[config.mk]
export PLATFORM = sky130hd
export DESIGN_NAME = ws2812b_encoder
export DESIGN_NICKNAME = d
export VERILOG_FILES = /design/src/rtl/ws2812b_encoder.sv
export SDC_FILE = /design/constraint.sdc
export NUM_CORES = 1
export LEC_CHECK = 0
export BUFFER_PORTS_ARGS = -buffer_cell sky130_fd_sc_hd__buf_2
export CAP_MARGIN = 25
export CORE_MARGIN = 5
export CORE_UTILIZATION = 35
export CTS_CLUSTER_SIZE = 24
export DETAILED_ROUTE_END_ITERATION = 7
export PLACE_DENSITY = 0.51
export SETUP_SLACK_MARGIN = 0.2
export SLEW_MARGIN = 20
export SYNTH_ARGS = -nofsm -noshare
export SYNTH_HDL_FRONTEND = slang
export SYNTH_SLANG_ARGS = --single-unit
[constraint.sdc]
create_clock -name clk -period 5.7 [get_ports clk]
set_clock_uncertainty 0.05 [all_clocks]
set_input_delay 0.57 -clock clk [delete_from_list [all_inputs] [get_ports clk]]
set_output_delay 0.57 -clock clk [all_outputs]
set_load 0.02 [all_outputs]
[src/rtl/ws2812b_encoder.sv]
// Serialises GRB(W) pixel words onto a single WS2812B data line, with a latch gap after the last pixel of a frame.
// Define WS2812B_ENC_RGBW_EN for 32-bit GRBW pixels (SK6812-RGBW); otherwise pixels are 24-bit GRB.
module ws2812b_encoder #(
   parameter int T0H  = 20,
   parameter int T1H  = 40,
   parameter int TBIT = 62,
   parameter int TRST = 3000
) (
   input  logic        clk,
   input  logic        rst_n,
`ifdef WS2812B_ENC_RGBW_EN
   input  logic [31:0] pix_data,
`else
   input  logic [23:0] pix_data,
`endif
   input  logic        pix_valid,
   input  logic        pix_last,
   output logic        pix_ready,
   output logic        dout,
   output logic        busy
);

`ifdef WS2812B_ENC_RGBW_EN
   localparam int W = 32;
`else
   localparam int W = 24;
`endif
   localparam int CMAX = (TBIT > TRST) ? TBIT : TRST;
   localparam int CW   = $clog2(CMAX + 1);
   localparam int BW   = $clog2(W);

   localparam logic [CW-1:0] T0H_END  = CW'(T0H - 1);
   localparam logic [CW-1:0] T1H_END  = CW'(T1H - 1);
   localparam logic [CW-1:0] TBIT_END = CW'(TBIT - 1);
   localparam logic [CW-1:0] TRST_END = CW'(TRST - 1);
   localparam logic [BW-1:0] BIDX_TOP = BW'(W - 1);

   typedef enum logic [1:0] {IDLE, BIT_HIGH, BIT_LOW, LATCH} state_t;

   state_t          state, state_nx;
   logic [CW-1:0]   cnt, cnt_nx;
   logic [BW-1:0]   bidx, bidx_nx;
   logic [W-1:0]    shreg, shreg_nx;
   logic            last_q, last_nx;
   logic            ready_en;
   logic            xfer;
   logic            bit_end;
   logic            high_end;

   assign bit_end   = (state == BIT_LOW) && (cnt == TBIT_END);
   assign high_end  = (cnt == (shreg[W-1] ? T1H_END : T0H_END));
   // ready_en keeps pix_ready low until the first clock edge after reset release
   assign pix_ready = ready_en && ((state == IDLE) || (bit_end && (bidx == '0) && !last_q));
   assign xfer      = pix_valid && pix_ready;
   assign busy      = (state != IDLE);

   always_comb begin
      state_nx = state;
      cnt_nx   = cnt;
      bidx_nx  = bidx;
      shreg_nx = shreg;
      last_nx  = last_q;
      case (state)
         IDLE: ;
         BIT_HIGH: begin
            cnt_nx = cnt + 1'b1;
            if (high_end) state_nx = BIT_LOW;
         end
         BIT_LOW: begin
            if (cnt == TBIT_END) begin
               cnt_nx = '0;
               if (bidx != '0) begin
                  bidx_nx  = bidx - 1'b1;
                  shreg_nx = {shreg[W-2:0], 1'b0};
                  state_nx = BIT_HIGH;
               end else if (last_q) begin
                  state_nx = LATCH;
               end else begin
                  state_nx = IDLE;
               end
            end else begin
               cnt_nx = cnt + 1'b1;
            end
         end
         LATCH: begin
            if (cnt == TRST_END) begin
               cnt_nx   = '0;
               state_nx = IDLE;
            end else begin
               cnt_nx = cnt + 1'b1;
            end
         end
         default: state_nx = IDLE;
      endcase
      // A transfer can only happen in IDLE or the last cycle of bit 0, so it overrides either path
      if (xfer) begin
         state_nx = BIT_HIGH;
         shreg_nx = pix_data;
         last_nx  = pix_last;
         bidx_nx  = BIDX_TOP;
         cnt_nx   = '0;
      end
   end

   always_ff @(posedge clk or negedge rst_n) begin
      if (!rst_n) begin
         state    <= IDLE;
         cnt      <= '0;
         bidx     <= '0;
         shreg    <= '0;
         last_q   <= 1'b0;
         dout     <= 1'b0;
         ready_en <= 1'b0;
      end else begin
         state    <= state_nx;
         cnt      <= cnt_nx;
         bidx     <= bidx_nx;
         shreg    <= shreg_nx;
         last_q   <= last_nx;
         dout     <= (state_nx == BIT_HIGH);
         ready_en <= 1'b1;
      end
   end

   always_ff @(posedge clk) begin
      if (rst_n)
         assert (T0H >= 1 && T0H < T1H && T1H < TBIT)
            else $error("ws2812b_encoder: need 1 <= T0H < T1H < TBIT");
   end

endmodule

; ---- Word level (Yosys, flattened, before mapping)
; Cells that the tools add are included.
[word_totals]
reg_bits = 46
latch_bits = 0
ramBits = 0
romBits = 0
inputBits = 28
out_inout_bits = 3
elab_cells = 52
mem_count = 0
[op_classes]
n_addsub = 2
multipliers = 0
n_div = 0
order_cmp = 0
eq_ne = 7
n_shift = 0
mux = 20
bitwise_logic = 0
reduce_logical = 16
[op_table]
columns = cell, count
row1 = $mux 24, 4
row2 = $mux 12, 3
row3 = $pmux 12 s3, 1
row4 = $mux 5, 4
row5 = $add 12x1->12 const B, 1
row6 = $eq 12x12->1 const B, 1
row7 = $eq 12x6->1, 1
row8 = $eq 12x6->1 const B, 1
row9 = $mux 2, 6
row10 = $reduce_bool 2->1, 4
row11 = $mux 6, 1
row12 = $pmux 2 s3, 1
row13 = $logic_and 1x1->1, 5
row14 = $logic_not 5->1, 1
row15 = $reduce_bool 5->1, 1
row16 = $sub 5x1->5 const B, 1
row17 = $eq 2x1->1 const B, 2
row18 = $eq 2x2->1 const B, 2
row19 = $reduce_bool 4->1, 1
row20 = $reduce_and 3->1, 1
row21 = $logic_not 2->1, 1
row22 = $logic_not 1->1, 1
row23 = $logic_or 1x1->1, 1

; ---- Depth between registers and ports, before layout
; Gate-level depths: netlist of run 1.
[logic_depth]
word_depth = 9
ltp_mapped = 10
mapped_depth_nobuf = 7

; ---- Least setup slack after synthesis of run 1
; No wires, ideal clock.
[synth_timing]
kind = register to output
startpoint = reg cnt[8]
endpoint = out pix_ready
t_arrival_ps = 1973
path_slack_ps = 3107
path_stages_with_launch = 6
n_path_buf = 1
path_cell_list = dfrtp_1 or4_4 nor4_4 buf_6 a21oi_1 nor3b_1
[synth_between]
elab_chain_len = 6
[synth_lines]
columns = item, line
row1 = from (decl), 41  ; logic [CW-1:0] cnt, cnt_nx;
row2 = from (signal assigned), 116  ; cnt <= cnt_nx;
row3 = $eq 12x6->1, 50  ; assign bit_end = (state == BIT_LOW) && (cnt == TBIT_END);
row4 = $logic_and 1x1->1, 50
row5 = $logic_and 1x1->1 (2 in a row), 53  ; assign pix_ready = ready_en && ((state == IDLE) || (bit_end && (bidx == '0) && !last_q));
row6 = $logic_or 1x1->1, 53
row7 = $logic_and 1x1->1, 53
row8 = to (decl), 18  ; output logic pix_ready,
; No other way between the ends.

; ---- Final worst setup path of run 1
; Same ends and word-level chain as after synthesis.

==> metrics.log, run 1 <==
INFO  metric status = finished, final reports clean
INFO  metric initial_core_util = 35.9%
INFO  metric timing.critical_path.to_type = output pin
INFO  metric cts_hold_buf = 0
INFO  metric post-synth-top-area-cell = dfrtp_1
INFO  metric rsz0062_at_grt = false
INFO  metric drive_gt1_share = 19.8%
INFO  metric grt_start_max_net_pins = 31
INFO  metric crit_arrival = 2.45 ns
INFO  metric num_rows = 30
INFO  metric post_place_setup_slack = 2.27 ns
INFO  metric highest_clock_frequency_the_design_can_meet = 326 MHz
INFO  metric vias_per_cell = 5.41
INFO  metric num_antenna_cells = 0
INFO  metric die_x = 93.2 um
INFO  metric startpoint_to_endpoint_class_of_the_critical_path = reg -> out
INFO  metric main_combinational_cell_family_by_area_after_synthesis = compound AO/OA/AOI/OAI gates
INFO  metric post_drt_wl_per_cell = 15.4 um
INFO  metric antenna_violating_nets_post_route = 0
INFO  metric total_power_divided_by_cell_area = 219 nW/um^2
INFO  metric detailroute.via_count = 1823
INFO  metric worst_skew_pair.late_latency = 0.30 ns
INFO  metric post-route-worst-setup-slack = 2.63 ns
INFO  metric grt.overflow.total = 0
INFO  metric slowest_stage = or4_4
INFO  metric clock_sink_count = 46
INFO  metric grt_pass1_wl = 8820 um
INFO  metric floorplan.die.height = 93.2 um
INFO  metric gp_weighted_congestion = 0.774
INFO  metric detailroute.wirelength.met2 = 2250 um
INFO  metric worst_ep_required_time = 5.08 ns
INFO  metric min_delay_path_class = in -> async
INFO  metric timing.critical_path.from_type = flop
INFO  metric postSynthRegisterBits = 46
INFO  metric place.port_buffers = 30
INFO  metric tns = 0 ns
INFO  metric critical_path.cell_chain = or4_4 -> nor4_4 -> a21oi_1 -> nor3b_1 -> buf_2
INFO  metric top_library_cells_by_usage_in_the_layout_fill_and_taps_aside = 46 x dfrtp_1, 30 x buf_2, 24 x a22o_1
INFO  metric crit_path_max_fanout = 11
INFO  metric post_synth_fa_ha_maj_area_fraction = 2.06%
INFO  metric syn_avg_cell_area = 10.5 um^2
INFO  metric first_global_vias = 1808
INFO  metric drc_violations_left = 0
INFO  metric nFillCells = 679
INFO  metric relSlewSlack = 38.2%
INFO  metric core_region_area = 6760 um^2
INFO  metric final_common_cell = dfrtp_1
INFO  metric tritoncts = built
INFO  metric detailroute.wirelength.met3 = 166 um
INFO  metric finish.net_count = 288
INFO  metric asyncSetResetFlopFracSynth = 100%
INFO  metric synth-main-ff-cell = dfrtp_1
INFO  metric worst_ir_drop_on_vdd = 0.0949 mV
INFO  metric synth_edf_count = 0
INFO  metric timing.final.crit_share = 53.8%
INFO  metric setup_viol_count_final = 0
INFO  metric mux_contribution_to_synthesized_area = 0.877%
INFO  metric grt_util_all_layers = 12.7%
INFO  metric route.final.wire_length = 5180 um
INFO  metric timing.final.hold_violations = 0
INFO  metric synth_warnings = 0
INFO  metric clock_tree.htree_level_count = 2
INFO  metric max_slew.worst_pin.slew = 0.925 ns
INFO  metric yosys.area_share.simple = 17.6%
INFO  metric cp_top_family = simple AND/OR/NAND/NOR gates
INFO  metric cts_made_buffers = 5
INFO  metric synthesis.area = 2420 um^2
INFO  metric synth_cell_types = 51
INFO  metric synth_compound_area_share = 24.0%
INFO  metric final.min_clock_period = 3.07 ns
INFO  metric drt_iter0_drcs = 77
INFO  metric synth-xor-area-share = 1.44%
INFO  metric yosysSeqAreaShare = 47.5%
INFO  metric postSynthCellCount = 231
INFO  metric wirelength_met1 = 2720 um
INFO  metric grt_antenna_before_repair = 0
INFO  metric timing.critical_path.slowest_cell_delay = 0.57 ns
INFO  metric drt-pass1-iter-count = 4
INFO  metric ys_top_cells_by_area = dfrtp_1 47%, a22o_1 8.7%, a21o_1 7.1%
INFO  metric leakage = 1.33 nW
INFO  metric area.growth.synth_to_final = 11.9%
INFO  metric mappedNetlistNets = 263
INFO  metric fin_worst_hold_slack = 0.150 ns
INFO  metric maxUsedRoutingLayer = met4
INFO  metric cts.reportedPaths.clkPinSlew = 0.09 ns
INFO  metric ctsRootBufferMaster = clkbuf_8
INFO  metric report.final.slew_viol_count = 0
INFO  metric synth_largest_type_area_fraction = 47.5%
INFO  metric cp.buffers_inverters = 1
INFO  metric num_io_pins = 31
INFO  metric drv.max_cap_violation_count = 0
INFO  metric detailed_place_hpwl = 3550 um
INFO  metric postCtsSetupBuffers = 0
INFO  metric clk_path_buf_depth = 2
INFO  metric die-area = 8690 um^2
INFO  metric number_of_instances_resized_during_post_cts_repair = 0
==> registers in the layout, indices dropped and copies added (netlist names) <==
signal and cells:
bidx 5, last_q 1, state 2, shreg 24, dout 1, cnt 12, ready_en 1
==> path summary, 6_finish.rpt <==
path                       startpoint   endpoint  slack (ns)  depth (start not counted)
max                            cnt[8]  pix_ready        2.63                          5
min                             rst_n     cnt[7]        0.15                          1
max reg2reg                    cnt[8]  shreg[20]        2.66                          6
min reg2reg                 shreg[11]  shreg[11]        0.43                          1
max in group asynchronous       rst_n  shreg[16]        4.94                          2
min in group clk            shreg[11]  shreg[11]        0.43                          1
==> final cells by class <==
| cell class | count | area [um^2] | area share [%] |
|---|---|---|---|
| inverters | 12 | 45.0 | 1.66 |
| flip-flops and latches | 46 | 1150 | 42.4 |
| clock buffers | 5 | 68.8 | 2.54 |
| clock inverters | 3 | 43.8 | 1.61 |
| multi-input cells | 159 | 1120 | 41.3 |
| repair buffers | 32 | 185 | 6.82 |
| well taps | 80 | 100 | 3.69 |
==> synth_stat cells (3+ instances only) <==
library cell  number
buf_6              3
or3_1              6
inv_1             12
nand4_1            5
nand2_1           17
nor3b_1            3
ha_1               4
nand4b_1           3
a22o_1            24
nand3_1           12
a21oi_1            3
dfrtp_1           46
xor2_1             3
a21o_1            23
o211ai_1           6
clkbuf_1           4
o21ai_0            7
buf_2              3
nor2_1             6
==> where the power goes <==
group          internal (mW)  total, mW  switching, mW
registers              0.326      0.327       0.000143
clock network          0.132      0.250          0.118
logic                0.00807     0.0174        0.00938
==> per-stage QoR <==
step | power [mW] | area [um^2] | std cells | utilization, %
CTS | 0.604 | 2700 | 336 | 39.9
detailed placement | 0.351 | 2590 | 328 | 38.3
floorplan | 0.333 | 2420 | 231 | -
global placement | 0.350 | 2570 | 327 | 38.0
finish | 0.594 | 2710 | 337 | 40.2
global route | 0.619 | 2710 | 337 | 40.2
==> worst register-to-register path: cells and delay by family, from the launching register on <==
family                 cells  cell delay, ns
flip-flops                 1            0.43
buffers and inverters      1            0.23
AND/OR/NAND/NOR            4            1.98
AO/OA/AOI/OAI              1            0.24
==> kinds of logic after synthesis <==
kind of cell / count (synthesis)
other cells: 1
fa+ha+maj: 4
mux: 2
flops: 46
xor+xnor: 4
buf+inv: 26
compound gates: 76
simple gates: 72
==> routing by layer <==
layer | vias to the layer above | track usage (%)
met5 | - | 0
met4 | 0 | 5.01
met3 | 4 | 2.98
met2 | 24 | 17.6
met1 | 892 | 19.0
li1 | 903 | -
No activity file was read; power rests on OpenSTA's default activity.
==> inputs of run 2 (changes only) <==
==> constraint.sdc (replaced) <==
create_clock -name clk -period 2.9 [get_ports clk]
set_clock_uncertainty 0.05 [all_clocks]
set_input_delay 0.29 -clock clk [delete_from_list [all_inputs] [get_ports clk]]
set_output_delay 0.29 -clock clk [all_outputs]
set_load 0.02 [all_outputs]
==> run 2 against run 1 <==
Compared with the run above: die area unchanged; critical path depth is 1 higher; final cell count up 0.59%; total power rose by 94%; first-iteration DRC count is 42% higher; highest routed layer unchanged.
==> metrics.log, run 2 (same netlist as run 1, synthesis figures left out) <==
INFO  metric biggestRegsByFlops = shreg x24, cnt x12, bidx x5
INFO  metric antenna_violating_nets_post_route = 0
INFO  metric timing.rr.start = bidx[0]
INFO  metric initial_core_util = 35.9%
INFO  metric setup_viol_count_final = 0
INFO  metric grt_antenna_before_repair = 0
INFO  metric drc_violations_left = 0
INFO  metric ctsRootBufferMaster = clkbuf_8
INFO  metric worst_skew_pair.late_latency = 0.30 ns
INFO  metric detailed_place_hpwl = 3650 um
INFO  metric post_place_setup_slack = 0.364 ns
INFO  metric reg2reg_slack = 0.41 ns
INFO  metric crit_arrival = 2.17 ns
INFO  metric timing.final.crit_share = 86.5%
INFO  metric first_global_vias = 1822
INFO  metric top_library_cells_by_usage_in_the_layout_fill_and_taps_aside = 46 x dfrtp_1, 30 x buf_2, 24 x a22o_1
INFO  metric timing.critical_path.slowest_cell_delay = 0.58 ns
INFO  metric startpoint_to_endpoint_class_of_the_critical_path = reg -> out
INFO  metric die_x = 93.2 um
INFO  metric status = finished, final reports clean
INFO  metric cts_made_buffers = 5
INFO  metric r2r_end = shreg[0]
INFO  metric critical_path.cell_chain = or4_4 -> nor4_4 -> buf_6 -> a21oi_1 -> nor3b_1 -> buf_2
INFO  metric grt_util_all_layers = 12.8%
INFO  metric report.final.slew_viol_count = 0
INFO  metric area.growth.synth_to_final = 11.8%
INFO  metric grt_pass1_wl = 8850 um
INFO  metric die-area = 8690 um^2
INFO  metric cts.reportedPaths.clkPinSlew = 0.09 ns
INFO  metric tritoncts = built
INFO  metric num_io_pins = 31
INFO  metric timing.critical_path.to_type = output pin
INFO  metric min_delay_path_class = in -> async
INFO  metric slowest_stage = or4_4
INFO  metric num_antenna_cells = 0
INFO  metric largest_register_ff_count = 24
INFO  metric drive_gt1_share = 20.1%
INFO  metric largest_register = shreg
INFO  metric final.min_clock_period = 2.51 ns
INFO  metric cts_hold_buf = 0
INFO  metric crit_path_max_fanout = 10
INFO  metric timing.final.hold_violations = 0
INFO  metric floorplan.die.height = 93.2 um
INFO  metric timing.critical_path.from_type = flop
INFO  metric post-route-worst-setup-slack = 0.392 ns
INFO  metric detailroute.via_count = 1828
INFO  metric post_drt_wl_per_cell = 15.7 um
INFO  metric clock_sink_count = 46
INFO  metric total_power_divided_by_cell_area = 425 nW/um^2
INFO  metric finish.net_count = 290
INFO  metric route.final.wire_length = 5320 um
INFO  metric grt.overflow.total = 0
INFO  metric max_slew.worst_pin.slew = 0.923 ns
INFO  metric final_common_cell = dfrtp_1
INFO  metric num_rows = 30
INFO  metric drv.max_cap_violation_count = 0
INFO  metric place.port_buffers = 30
INFO  metric core_region_area = 6760 um^2
INFO  metric drt-pass1-iter-count = 4
INFO  metric timing.reg2reg.worst_path_depth = 6
INFO  metric clk_path_buf_depth = 2
INFO  metric highest_clock_frequency_the_design_can_meet = 399 MHz
INFO  metric clock_tree.htree_level_count = 2
INFO  metric relSlewSlack = 38.4%
INFO  metric vias_per_cell = 5.39
INFO  metric worst_ir_drop_on_vdd = 0.211 mV
INFO  metric drt_iter0_drcs = 109
INFO  metric tns = 0 ns
INFO  metric nFillCells = 675
INFO  metric grt_start_max_net_pins = 47
INFO  metric leakage = 1.33 nW
INFO  metric rsz0062_at_grt = false
INFO  metric worst_ep_required_time = 2.56 ns
INFO  metric gp_weighted_congestion = 0.797
-- run 2: per-stage QoR --
stage / utilization (%) / cell area (um^2) / hold slack (ns) / power (mW) / cells
floorplan: - / 2420 / -0.0556 / 0.655 / 231
global placement: 38.4 / 2600 / 0.379 / 0.689 / 331
detailed placement: 38.4 / 2600 / 0.380 / 0.688 / 331
CTS: 40.1 / 2710 / 0.0503 / 1.18 / 339
global route: 40.1 / 2710 / 0.0702 / 1.21 / 339
finish: 40.1 / 2710 / 0.0241 / 1.15 / 339
-- run 2: final cells by class --
cell class / instances / area, um^2 / share of cell area [%]
clock buffers: 6 / 72.6 / 2.68
repair buffers: 34 / 184 / 6.79
clock inverters: 2 / 37.5 / 1.39
flip-flops and latches: 46 / 1150 / 42.5
multi-input cells: 159 / 1120 / 41.3
well taps: 80 / 100 / 3.69
inverters: 12 / 45.0 / 1.66
-- run 2: report_power, final --
part	total (mW)	switching, mW	internal (mW)
Combinational	0.0320	0.0180	0.0140
Sequential	0.642	0.000274	0.641
Clock	0.479	0.222	0.257
Total	1.15	0.240	0.913
-- run 2: critical path: cells and delay by family (launching register included) --
kind                   cells  cell delay, ns
buffers and inverters      2            0.38
flip-flops                 1            0.44
AND/OR/NAND/NOR            3            0.96
AO/OA/AOI/OAI              1            0.09
-- run 2: worst max path at each step --
stage               startpoint         to  slack, ns  cells past startpoint
CTS                     cnt[8]  pix_ready       0.23                      6
global placement       bidx[0]   shreg[0]       0.43                      6
finish                  cnt[8]  pix_ready       0.39                      6
floorplan               cnt[8]  pix_ready       0.59                      5
detailed placement     bidx[0]   shreg[0]       0.36                      6
global route           bidx[1]   shreg[0]       0.21                      6
-- run 2: what timing repair did --
item | in CTS | in global routing
buffers inserted | 0 | 0
gates resized for setup | 0 | 1
setup endpoints to repair | 0 | 1
endpoints found under the hold margin | 0 | 0
-- run 2: routing by layer --
layer	part of all wire, %	global-route usage (%)	routed length (um)
met3	3.5	3.22	186
met5	0	0	0
met2	47	19.7	2480
met4	0.53	3.54	28
met1	49	17.8	2620
==> inputs of run 3 (changes only) <==
--- a/config.mk
+++ b/config.mk
@@ -12,7 +12,7 @@
 export CTS_CLUSTER_SIZE = 24
 export DETAILED_ROUTE_END_ITERATION = 7
 export PLACE_DENSITY = 0.51
-export SETUP_SLACK_MARGIN = 0.2
+export SETUP_SLACK_MARGIN = 0.5
 export SLEW_MARGIN = 20
 export SYNTH_ARGS = -nofsm -noshare
 export SYNTH_HDL_FRONTEND = slang
==> run 3 against run 2 <==
Compared with the run above: fmax is 0.59% higher; first-iteration DRC count is 27% lower; utilization is 2.0 points higher; register-to-register slack better by 0.14 ns; setup slack better by 0.015 ns; clock-buffer cell count stayed put; non-clock buffer count is 7 higher; flip-flop and latch count stayed put; routed wire length is 3.0% higher; hold slack worse by 0.0074 ns; via count is 1.8% higher; total power is 0.39% higher; largest cell class is now multi-input combinational cells.
==> metrics.log, run 3 (same netlist as run 1, synthesis figures left out) <==
INFO  metric drc_violations_left = 0
INFO  metric grt_start_max_net_pins = 47
INFO  metric drive_gt1_share = 25.9%
INFO  metric biggestRegsByFlops = shreg x24, cnt x12, bidx x5
INFO  metric timing.critical_path.to_type = output pin
INFO  metric worst_ep_required_time = 2.56 ns
INFO  metric area.growth.synth_to_final = 17.4%
INFO  metric clock_sink_count = 46
INFO  metric largest_register = shreg
INFO  metric post-route-cell-area = 2850 um^2
INFO  metric final.min_clock_period = 2.49 ns
INFO  metric cts_made_buffers = 5
INFO  metric report.power.total = 1.16 mW
INFO  metric highest_clock_frequency_the_design_can_meet = 401 MHz
INFO  metric timing.final.hold_violations = 0
INFO  metric p_switching = 0.244 mW
INFO  metric drv.max_cap_violation_count = 0
INFO  metric cts_hold_buf = 0
INFO  metric cts.reportedPaths.clkPinSlew = 0.09 ns
INFO  metric timing.final.crit_share = 86.0%
INFO  metric detailed_place_hpwl = 3650 um
INFO  metric worst_ir_drop_on_vdd = 0.243 mV
INFO  metric startpoint_to_endpoint_class_of_the_critical_path = reg -> out
INFO  metric pwr-share-comb = 2.8%
INFO  metric placement.cell_area = 2600 um^2
INFO  metric detailroute.via_count = 1861
INFO  metric grt_antenna_before_repair = 0
INFO  metric die-area = 8690 um^2
INFO  metric max_slew.worst_pin.slew = 0.562 ns
INFO  metric min_delay_path_class = in -> async
INFO  metric leakage = 1.39 nW
INFO  metric internal-power = 0.913 mW
INFO  metric post_place_setup_slack = 0.364 ns
INFO  metric finish.net_count = 297
INFO  metric tritoncts = built
INFO  metric drt-pass1-iter-count = 4
INFO  metric first_global_vias = 1862
INFO  metric report.final.slew_viol_count = 0
INFO  metric floorplan.die.height = 93.2 um
INFO  metric num_rows = 30
INFO  metric slowest_stage = or4_4
INFO  metric antenna_violating_nets_post_route = 0
INFO  metric place.port_buffers = 30
INFO  metric grt_pass1_wl = 9000 um
INFO  metric relSlewSlack = 61.6%
INFO  metric cp_top_family = simple AND/OR/NAND/NOR gates
INFO  metric grt_util_all_layers = 13.0%
INFO  metric post-route-worst-setup-slack = 0.406 ns
INFO  metric core_region_area = 6760 um^2
INFO  metric post_drt_wl_per_cell = 15.8 um
INFO  metric clock_tree.htree_level_count = 2
INFO  metric ctsRootBufferMaster = clkbuf_8
INFO  metric route.final.wire_length = 5480 um
INFO  metric timing.critical_path.from_type = flop
INFO  metric power.share.switching = 21.1%
INFO  metric total_power_divided_by_cell_area = 406 nW/um^2
INFO  metric gp_weighted_congestion = 0.797
INFO  metric cp.buffers_inverters = 2
INFO  metric power_frac_clock = 41.8%
INFO  metric vias_per_cell = 5.38
INFO  metric crit_path_max_fanout = 6
INFO  metric timing.critical_path.slowest_cell_delay = 0.56 ns
INFO  metric critical_path.cell_chain = or4_4 -> nor4_4 -> buf_6 -> a21oi_4 -> nor3b_2 -> buf_4
INFO  metric initial_core_util = 35.9%
INFO  metric drt_iter0_drcs = 80
INFO  metric num_io_pins = 31
INFO  metric pwr-share-seq = 55.4%
INFO  metric rsz0062_at_grt = true
INFO  metric largest_register_ff_count = 24
INFO  metric clk_path_buf_depth = 2
INFO  metric tns = 0 ns
INFO  metric crit_arrival = 2.15 ns
INFO  metric grt.overflow.total = 0
INFO  metric status = finished, final reports clean
INFO  metric final_common_cell = dfrtp_1
INFO  metric setup_viol_count_final = 0
INFO  metric top_library_cells_by_usage_in_the_layout_fill_and_taps_aside = 45 x dfrtp_1, 29 x buf_2, 24 x a22o_1
INFO  metric worst_skew_pair.late_latency = 0.30 ns
INFO  metric layout.core_utilization = 42.1%
INFO  metric die_x = 93.2 um
INFO  metric num_antenna_cells = 0
[run 3: changes by cell type in the layout (fill, tap and decap cells not counted), sizes merged]
cell / delta
buf: +7
[run 3: per-stage QoR]
stage / hold slack [ns] / instances
finish: 0.0167 / 346
global route: 0.0675 / 346
CTS: 0.0503 / 343
detailed placement: 0.380 / 331
global placement: 0.379 / 331
floorplan: -0.0556 / 231
[run 3: layer usage]
metal  global-route usage [%]  vias up  share of wire [%]
met1                     17.9      910                 48
met4                     3.79        0                1.2
met2                     20.1       31                 47
li1                         -      914                  -
met3                     3.46        6                4.0
met5                        0        -                  0
[run 3: final timing paths]
path | startpoint | to | slack [ns] | cells after the start
worst max-delay path | cnt[9] | pix_ready | 0.41 | 6
worst min-delay path | rst_n | shreg[4] | 0.02 | 2
worst max register to register | cnt[9] | dout | 0.55 | 8
worst min register to register | shreg[19] | shreg[19] | 0.43 | 1
max in group asynchronous | rst_n | cnt[8] | 2.36 | 2
min in group clk | pix_data[0] | shreg[0] | 0.17 | 2
[run 3: final cells by class]
type | count | area (um^2)
timing repair buffer | 41 | 259
fill | 658 | 3910
sequential | 46 | 1150
clock inverter | 2 | 37.5
multi-input combinational | 159 | 1180
tap | 80 | 100
inverter | 12 | 45.0
clock buffer | 6 | 72.6
[run 3: worst register-to-register path: stages, from the launching register on]
cell     delay, ns
dfrtp_1       0.44
or4_4         0.56
nor4_4        0.31
buf_6         0.17
buf_4         0.12
buf_4         0.12
o21ai_0       0.08
a22o_1        0.25
a31oi_1       0.19
[run 3: power by group through the flow]
stage / Sequential (mW) / Clock (mW) / Combinational, mW
after floorplan: 0.655 / 0 / 0.000738
after global placement: 0.655 / 0 / 0.0341
after detailed placement: 0.655 / 0 / 0.0339
after CTS: 0.642 / 0.499 / 0.0340
after global routing: 0.642 / 0.530 / 0.0376
final: 0.642 / 0.484 / 0.0319
[run 3: timing repair]
action | 4_1_cts | 5_1_grt
setup buffers | 4 | 3
endpoints found under the setup margin | 30 | 36
gates resized for setup | 5 | 16
pin swaps | 1 | 3
cloned | 0 | 0
